==> src/rtl/cpu_pkg.sv <==
// Shared types and constants for the Day-10 CRT instruction sequencer.
package cpu_pkg;

  typedef enum logic [1:0] {
    OP_NOOP = 2'b00,
    OP_ADDX = 2'b01,
    OP_HALT = 2'b10
  } opcode_e;

  typedef enum logic [1:0] {
    ST_IDLE = 2'b00,
    ST_RUN1 = 2'b01,
    ST_RUN2 = 2'b10,
    ST_DONE = 2'b11
  } state_e;

  localparam int CRT_W        = 40;
  localparam int CRT_H        = 6;
  localparam int FRAME_CYCLES = 240;
  localparam int SAMPLE_FIRST = 20;
  localparam int SAMPLE_STEP  = 40;
  localparam int CYC_W        = 8;

  // Any word with bit 15 set is a halt, regardless of bit 14.
  function automatic opcode_e decode_op(input logic [15:0] word);
    if (word[15]) begin
      return OP_HALT;
    end else if (word[14]) begin
      return OP_ADDX;
    end else begin
      return OP_NOOP;
    end
  endfunction

endpackage

==> src/rtl/strength_acc.sv <==
// Signal-strength accumulator: adds cycle * X on the sampled cycles 20, 60, ..., 220.
module strength_acc
  import cpu_pkg::*;
#(
  parameter int XW = 8,
  parameter int SW = 24
) (
  input  logic                 clk,
  input  logic                 rst,
  input  logic                 clear,
  input  logic                 hs,
  input  logic [CYC_W-1:0]     cycle,
  input  logic signed [XW-1:0] x,
  output logic signed [SW-1:0] strength
);

  logic signed [SW-1:0] acc_d, acc_q;
  logic signed [SW-1:0] cyc_s, x_s, prod_s;
  logic                 sample_s;

  // Sample detection and the wrapping signed multiply-accumulate.
  always_comb begin
    sample_s = ((int'(cycle) % SAMPLE_STEP) == SAMPLE_FIRST);
    cyc_s    = SW'(cycle);
    x_s      = SW'(x);
    prod_s   = cyc_s * x_s;
    acc_d    = acc_q;
    if (clear) begin
      acc_d = '0;
    end else if (hs && sample_s) begin
      acc_d = acc_q + prod_s;
    end else begin
      acc_d = acc_q;
    end
  end

  // Accumulator register.
  always_ff @(posedge clk or negedge rst) begin
    if (!rst) begin
      acc_q <= '0;
    end else begin
      acc_q <= acc_d;
    end
  end

  assign strength = acc_q;

endmodule

==> src/rtl/cpu_sequencer.sv <==
// Day-10 instruction sequencer: runs noop/addx/halt from the ROM, one CRT cycle
// per pixel handshake, tracking X, the beam position and the signal strength.
module cpu_sequencer
  import cpu_pkg::*;
#(
  parameter int ADDR_W = 8,
  parameter int XW     = 8,
  parameter int SW     = 24
) (
  input  logic                 clk,
  input  logic                 rst,
  input  logic                 start,
  output logic [ADDR_W-1:0]    imem_addr,
  input  logic [15:0]          imem_data,
  output logic                 pix_valid,
  input  logic                 crt_ready,
  output logic [5:0]           pix_col,
  output logic [2:0]           pix_row,
  output logic signed [XW-1:0] sprite_x,
  output logic signed [SW-1:0] strength,
  output logic                 busy,
  output logic                 done
);

  state_e               state_d, state_q;
  logic [ADDR_W-1:0]    pc_d, pc_q;
  logic [CYC_W-1:0]     cycle_d, cycle_q;
  logic signed [XW-1:0] x_d, x_q;
  logic [5:0]           col_d, col_q;
  logic [2:0]           row_d, row_q;

  opcode_e              op_s;
  logic signed [XW-1:0] imm_s;
  logic                 hs_s, clear_s, frame_end_s, pc_last_s;

  // Next-state, counters and handshake decode.
  always_comb begin
    op_s        = decode_op(imem_data);
    imm_s       = XW'($signed(imem_data[7:0]));
    pix_valid   = ((state_q == ST_RUN1) && (op_s != OP_HALT)) || (state_q == ST_RUN2);
    hs_s        = pix_valid & crt_ready;
    frame_end_s = (cycle_q == CYC_W'(FRAME_CYCLES));
    pc_last_s   = (pc_q == '1);

    state_d = state_q;
    pc_d    = pc_q;
    cycle_d = cycle_q;
    x_d     = x_q;
    col_d   = col_q;
    row_d   = row_q;
    clear_s = 1'b0;

    // Beam and cycle count advance on every accepted CRT cycle.
    if (hs_s) begin
      cycle_d = cycle_q + 1'b1;
      if (col_q == 6'(CRT_W - 1)) begin
        col_d = 6'd0;
        row_d = (row_q == 3'(CRT_H - 1)) ? 3'd0 : row_q + 3'd1;
      end else begin
        col_d = col_q + 6'd1;
      end
    end else begin
      cycle_d = cycle_q;
    end

    case (state_q)
      ST_IDLE, ST_DONE: begin
        if (start) begin
          state_d = ST_RUN1;
          pc_d    = '0;
          cycle_d = CYC_W'(1);
          x_d     = XW'(1);
          col_d   = 6'd0;
          row_d   = 3'd0;
          clear_s = 1'b1;
        end else begin
          state_d = state_q;
        end
      end
      ST_RUN1: begin
        if (op_s == OP_HALT) begin
          state_d = ST_DONE;
        end else if (hs_s) begin
          if (op_s == OP_ADDX) begin
            state_d = ST_RUN2;
          end else begin
            pc_d    = pc_q + 1'b1;
            state_d = pc_last_s ? ST_DONE : ST_RUN1;
          end
          // A full frame ends the run even in the middle of an addx.
          if (frame_end_s) begin
            state_d = ST_DONE;
          end else begin
            state_d = state_d;
          end
        end else begin
          state_d = ST_RUN1;
        end
      end
      ST_RUN2: begin
        if (hs_s) begin
          x_d     = x_q + imm_s;
          pc_d    = pc_q + 1'b1;
          state_d = (pc_last_s || frame_end_s) ? ST_DONE : ST_RUN1;
        end else begin
          state_d = ST_RUN2;
        end
      end
      default: begin
        state_d = ST_IDLE;
      end
    endcase
  end

  // Sequencer state and datapath registers.
  always_ff @(posedge clk or negedge rst) begin
    if (!rst) begin
      state_q <= ST_IDLE;
      pc_q    <= '0;
      cycle_q <= CYC_W'(1);
      x_q     <= XW'(1);
      col_q   <= 6'd0;
      row_q   <= 3'd0;
    end else begin
      state_q <= state_d;
      pc_q    <= pc_d;
      cycle_q <= cycle_d;
      x_q     <= x_d;
      col_q   <= col_d;
      row_q   <= row_d;
    end
  end

  strength_acc #(
    .XW(XW),
    .SW(SW)
  ) u_strength_acc (
    .clk     (clk),
    .rst     (rst),
    .clear   (clear_s),
    .hs      (hs_s),
    .cycle   (cycle_q),
    .x       (x_q),
    .strength(strength)
  );

  assign imem_addr = pc_q;
  assign pix_col   = col_q;
  assign pix_row   = row_q;
  assign sprite_x  = x_q;
  assign busy      = (state_q == ST_RUN1) || (state_q == ST_RUN2);
  assign done      = (state_q == ST_DONE);

endmodule

==> config.mk <==
export PLATFORM = sky130hd
export DESIGN_NAME = cpu_sequencer
export DESIGN_NICKNAME = d
export VERILOG_FILES = /design/src/rtl/cpu_pkg.sv /design/src/rtl/strength_acc.sv /design/src/rtl/cpu_sequencer.sv
export SDC_FILE = /design/constraint.sdc
export NUM_CORES = 1
export LEC_CHECK = 0
export ABC_AREA = 0
export CAP_MARGIN = 20
export CORE_UTILIZATION = 33
export CTS_CLUSTER_SIZE = 40
export DETAILED_ROUTE_END_ITERATION = 6
export GPL_TIMING_DRIVEN = 0
export PLACE_DENSITY = 0.61
export RECOVER_POWER = 100
export SLEW_MARGIN = 20
export SYNTH_ARGS = -nofsm -noshare
export SYNTH_HDL_FRONTEND = slang
export SYNTH_SLANG_ARGS = --single-unit
==> constraint.sdc <==
create_clock -name clk -period 7.34 [get_ports clk]
set_clock_uncertainty 0.1 [all_clocks]
set_input_delay 1.101 -clock clk [delete_from_list [all_inputs] [get_ports clk]]
set_output_delay 1.101 -clock clk [all_outputs]
set_load 0.05 [all_outputs]
==> impl_results.md <==
* Max incr delay on CP at 0.54 ns
* Worst-path fanout max at 10
* Status: finished, violations left
* Mux cell area share after synthesis at 0.308%
* Crit Path Class: reg2reg
* Yosys top cell area share at 22.0%
* Clock Path Buffers at 2
* Fraction of layout cells with a size suffix above 1 at 4.65%
* Ys Warns at 0
* Failing checks: capacitance limit, slew limit
* CTS tree: yes
* Gp weighted congestion at 0.842
* CP bufs+invs at 4
* Final period utilization at 91.7%
* Nets at 973
* TritonCTS buffer count at 9
* Worst-path clk slew at 0.05 ns
* Starting Density at 34.2%
* Tmin final at 6.73 ns
* Core area at 0.0190 sq mm
* Synth Area in Compound Gates at 16.9%
* CP max-delay cell: fa_1
* Die W at 142 um
* Full die area at 0.0202 sq mm
* Least-Margin Pin Slew at 2.17 ns
* Clock Sinks at 59
* Largest family of logic cells by synthesized area: adder cells
* Slew margin rel. at -44.6%
* Post-synth cell types at 62
* Mapped Cells at 756
* First-pass GRT wire length at 26000 um
* Port Buf Inserts at 65
* Hold Crit Class: reg2reg
* Routed WL at 15800 um
* DRT iter0 DRCs at 328
* Post-synthesis adder-cell area fraction at 27.6%
* # IOs at 72
* Final HPWL DP at 12400 um
* Leak at 3.92 nW
* Die height at 142 um
* Syn avg cell area at 8.59 sq um
* PD cells at 241 mW/mm^2
* Vias per cell at 5.08
* Synth Area in Simple Gates at 19.8%
* Layout area overhead at 19.7%
* Total global routing overflow at 0
* Drt pass-1 iters at 4
* Top cells by count, synth: nand2_1 (89), ha_1 (81), inv_1 (75)
* Syn Nets at 896
* Synth Register Bits at 59
* R2r setup slk at 0.61 ns
* Cell taking the most area after synthesis: dfrtp_1
* Row count at 50
* Max Cap Violations at 1
* Startpoint Class: flop
* H-tree Lvls at 3
* N_diodes at 0
* Unrepaired setup endpoints after global routing: no
* Gr usage total at 16.4%
* Vias in the first global route at 5232
* Routed Antenna Nets at 0
* Main flop type after synthesis: dfrtp_1
* Asr flop ratio synth at 100%
* Initial antenna violation count at 0
* CTS root buf: clkbuf_16
* Crit path max-delay family: adder cells
* Final setup fails at 0
* CP Data Arrival Time at 6.83 ns
* Crit. End Element: flop
* CP Data Required Time at 7.44 ns
* Seq/Total Area, Yosys at 22.8%
* Max Fclk at 149 MHz
* Hold Fails Final Rpt at 0
* XOR/XNOR share of the synthesized area at 6.20%
* DRC at 0
* Fin. max-slew vios at 39
* Fill count at 1923
* Drt wl/cell at 14.4 um
* Vias at 5582
* Count leader, synth: nand2_1
* Total power at 0.00187 W
* Maximum VDD drop at 0.123 mV
* Post-route setup TNS at 0 ns
* Largest net degree at the start of global routing at 39
* Post-synth EDFFs at 0
* Clock Latency Late Sink at 0.34 ns
* Post-Syn Area at 0.00649 sq mm
* Largest cells by area after synthesis: dfrtp_1 (22%), ha_1 (16%), fa_1 (12%), nand2_1 (5.1%), inv_1 (4.3%)
## per-stage QoR
step | hold WS, ns | cell area [sq um] | worst slack, ns | utilization [%] | cells
CTS | 0.458 | 7790 | 0.0380 | 41.0 | 1098
finish | 0.453 | 7770 | 0.612 | 40.9 | 1098
global placement | 0.443 | 7470 | -0.239 | 39.3 | 1081
detailed placement | 0.451 | 7500 | 0.0773 | 39.4 | 1082
global route | 0.474 | 7770 | 0.0189 | 40.9 | 1098
floorplan | 0.416 | 6490 | 0.761 | - | 756
## cells in the final DEF (no fill, tap or decap), drive strengths merged, types with 3 or more instances in the layout
master	synthesis	layout
buf	9	8
o21ai	32	32
inv	75	75
nor3	24	24
xnor2	32	32
clkinvlp	0	3
or3	5	5
nor2b	7	7
a21boi	3	3
a211o	5	5
and2	35	35
o21bai	5	5
o21a	7	7
nand2	89	89
nor2	38	38
a22o	6	6
o211ai	5	5
clkbuf	18	31
ha	81	81
a21oi	54	54
a211oi	10	10
dfrtp	57	57
nand4	5	5
and3	9	9
xor2	14	14
a2111oi	4	4
nand3	15	15
dlygate4sd3	0	54
fa	39	39
a21o	15	15
o31ai	4	4
a31oi	4	4
nand2b	10	10
clkdlybuf4s50	0	10
nand3b	5	5
or2	6	6
## worst reg2reg max path, stage by stage, from the launching register on
cell	delay (ns)
dfrtp_1	0.32
clkbuf_1	0.26
clkbuf_2	0.34
and2_0	0.19
fa_1	0.43
ha_1	0.29
inv_1	0.05
fa_1	0.50
fa_1	0.54
inv_1	0.04
ha_1	0.33
a21oi_1	0.22
nor2b_1	0.08
o21a_1	0.19
o31a_1	0.26
a41oi_1	0.25
nor2b_1	0.19
xnor2_1	0.17
ha_1	0.32
a211o_1	0.33
nor3b_1	0.18
nand3_1	0.16
nand2_1	0.18
o21ai_0	0.15
a2111oi_0	0.42
a211oi_1	0.09
## where the power goes
group          switching, W  leakage [nW]  internal [W]
Sequential        0.0000946         0.795      0.000385
Clock              0.000162         0.135      0.000262
Combinational      0.000627          2.99      0.000344
## logic make-up (layout without fill, tap and decap cells)
family,after synthesis,in the layout
buffers and inverters,102,184
DFF,59,59
xor gates and xnor gates,46,46
and+or+nand+nor,258,258
adders and majority gates,120,120
AOI/OAI and AO/OA,169,169
muxes,2,2
## area by class of cell
type | count | area [sq um] | area share, %
multi-input combinational | 595 | 4610 | 59.3
inverter | 75 | 282 | 3.62
buffer | 25 | 119 | 1.53
clock inverter | 6 | 66.3 | 0.853
timing repair buffer | 68 | 663 | 8.53
sequential | 59 | 1480 | 19.0
clock buffer | 10 | 229 | 2.95
tap | 260 | 325 | 4.18
## sequential cells by signal, summed over array words and instances, names as in the netlist
| name | cells |
|---|---|
| u_strength_acc.strength | 24 |
| pix_col | 6 |
| state_q | 2 |
| cycle_q | 8 |
| pix_row | 3 |
| imem_addr | 8 |
| sprite_x | 8 |
## what timing repair did
action                                  4_1_cts  5_1_grt
resized for setup                             0        5
endpoints found under the setup margin        0        4
hold buffers                                  0        0
setup buffers                                 0        2
## layer usage
layer  global-route usage (%)  up-vias  share of wire (%)
met4                     4.98        0                1.5
met2                     26.5       85                 48
met3                     2.62       14                3.1
met5                        0        -                  0
li1                         -     2765                  -
met1                     22.3     2718                 48
## final timing paths
check / start / to / cells after the start
min in group asynchronous: rst / u_strength_acc.strength[15] / 1
hold reg to reg: u_strength_acc.strength[3] / u_strength_acc.strength[3] / 2
max in group asynchronous: rst / imem_addr[4] / 2
setup reg to reg: cycle_q[4] / u_strength_acc.strength[22] / 25
setup / recovery: cycle_q[4] / u_strength_acc.strength[22] / 25
hold / removal: u_strength_acc.strength[3] / u_strength_acc.strength[3] / 2
Power figures use the tool's default switching activity.
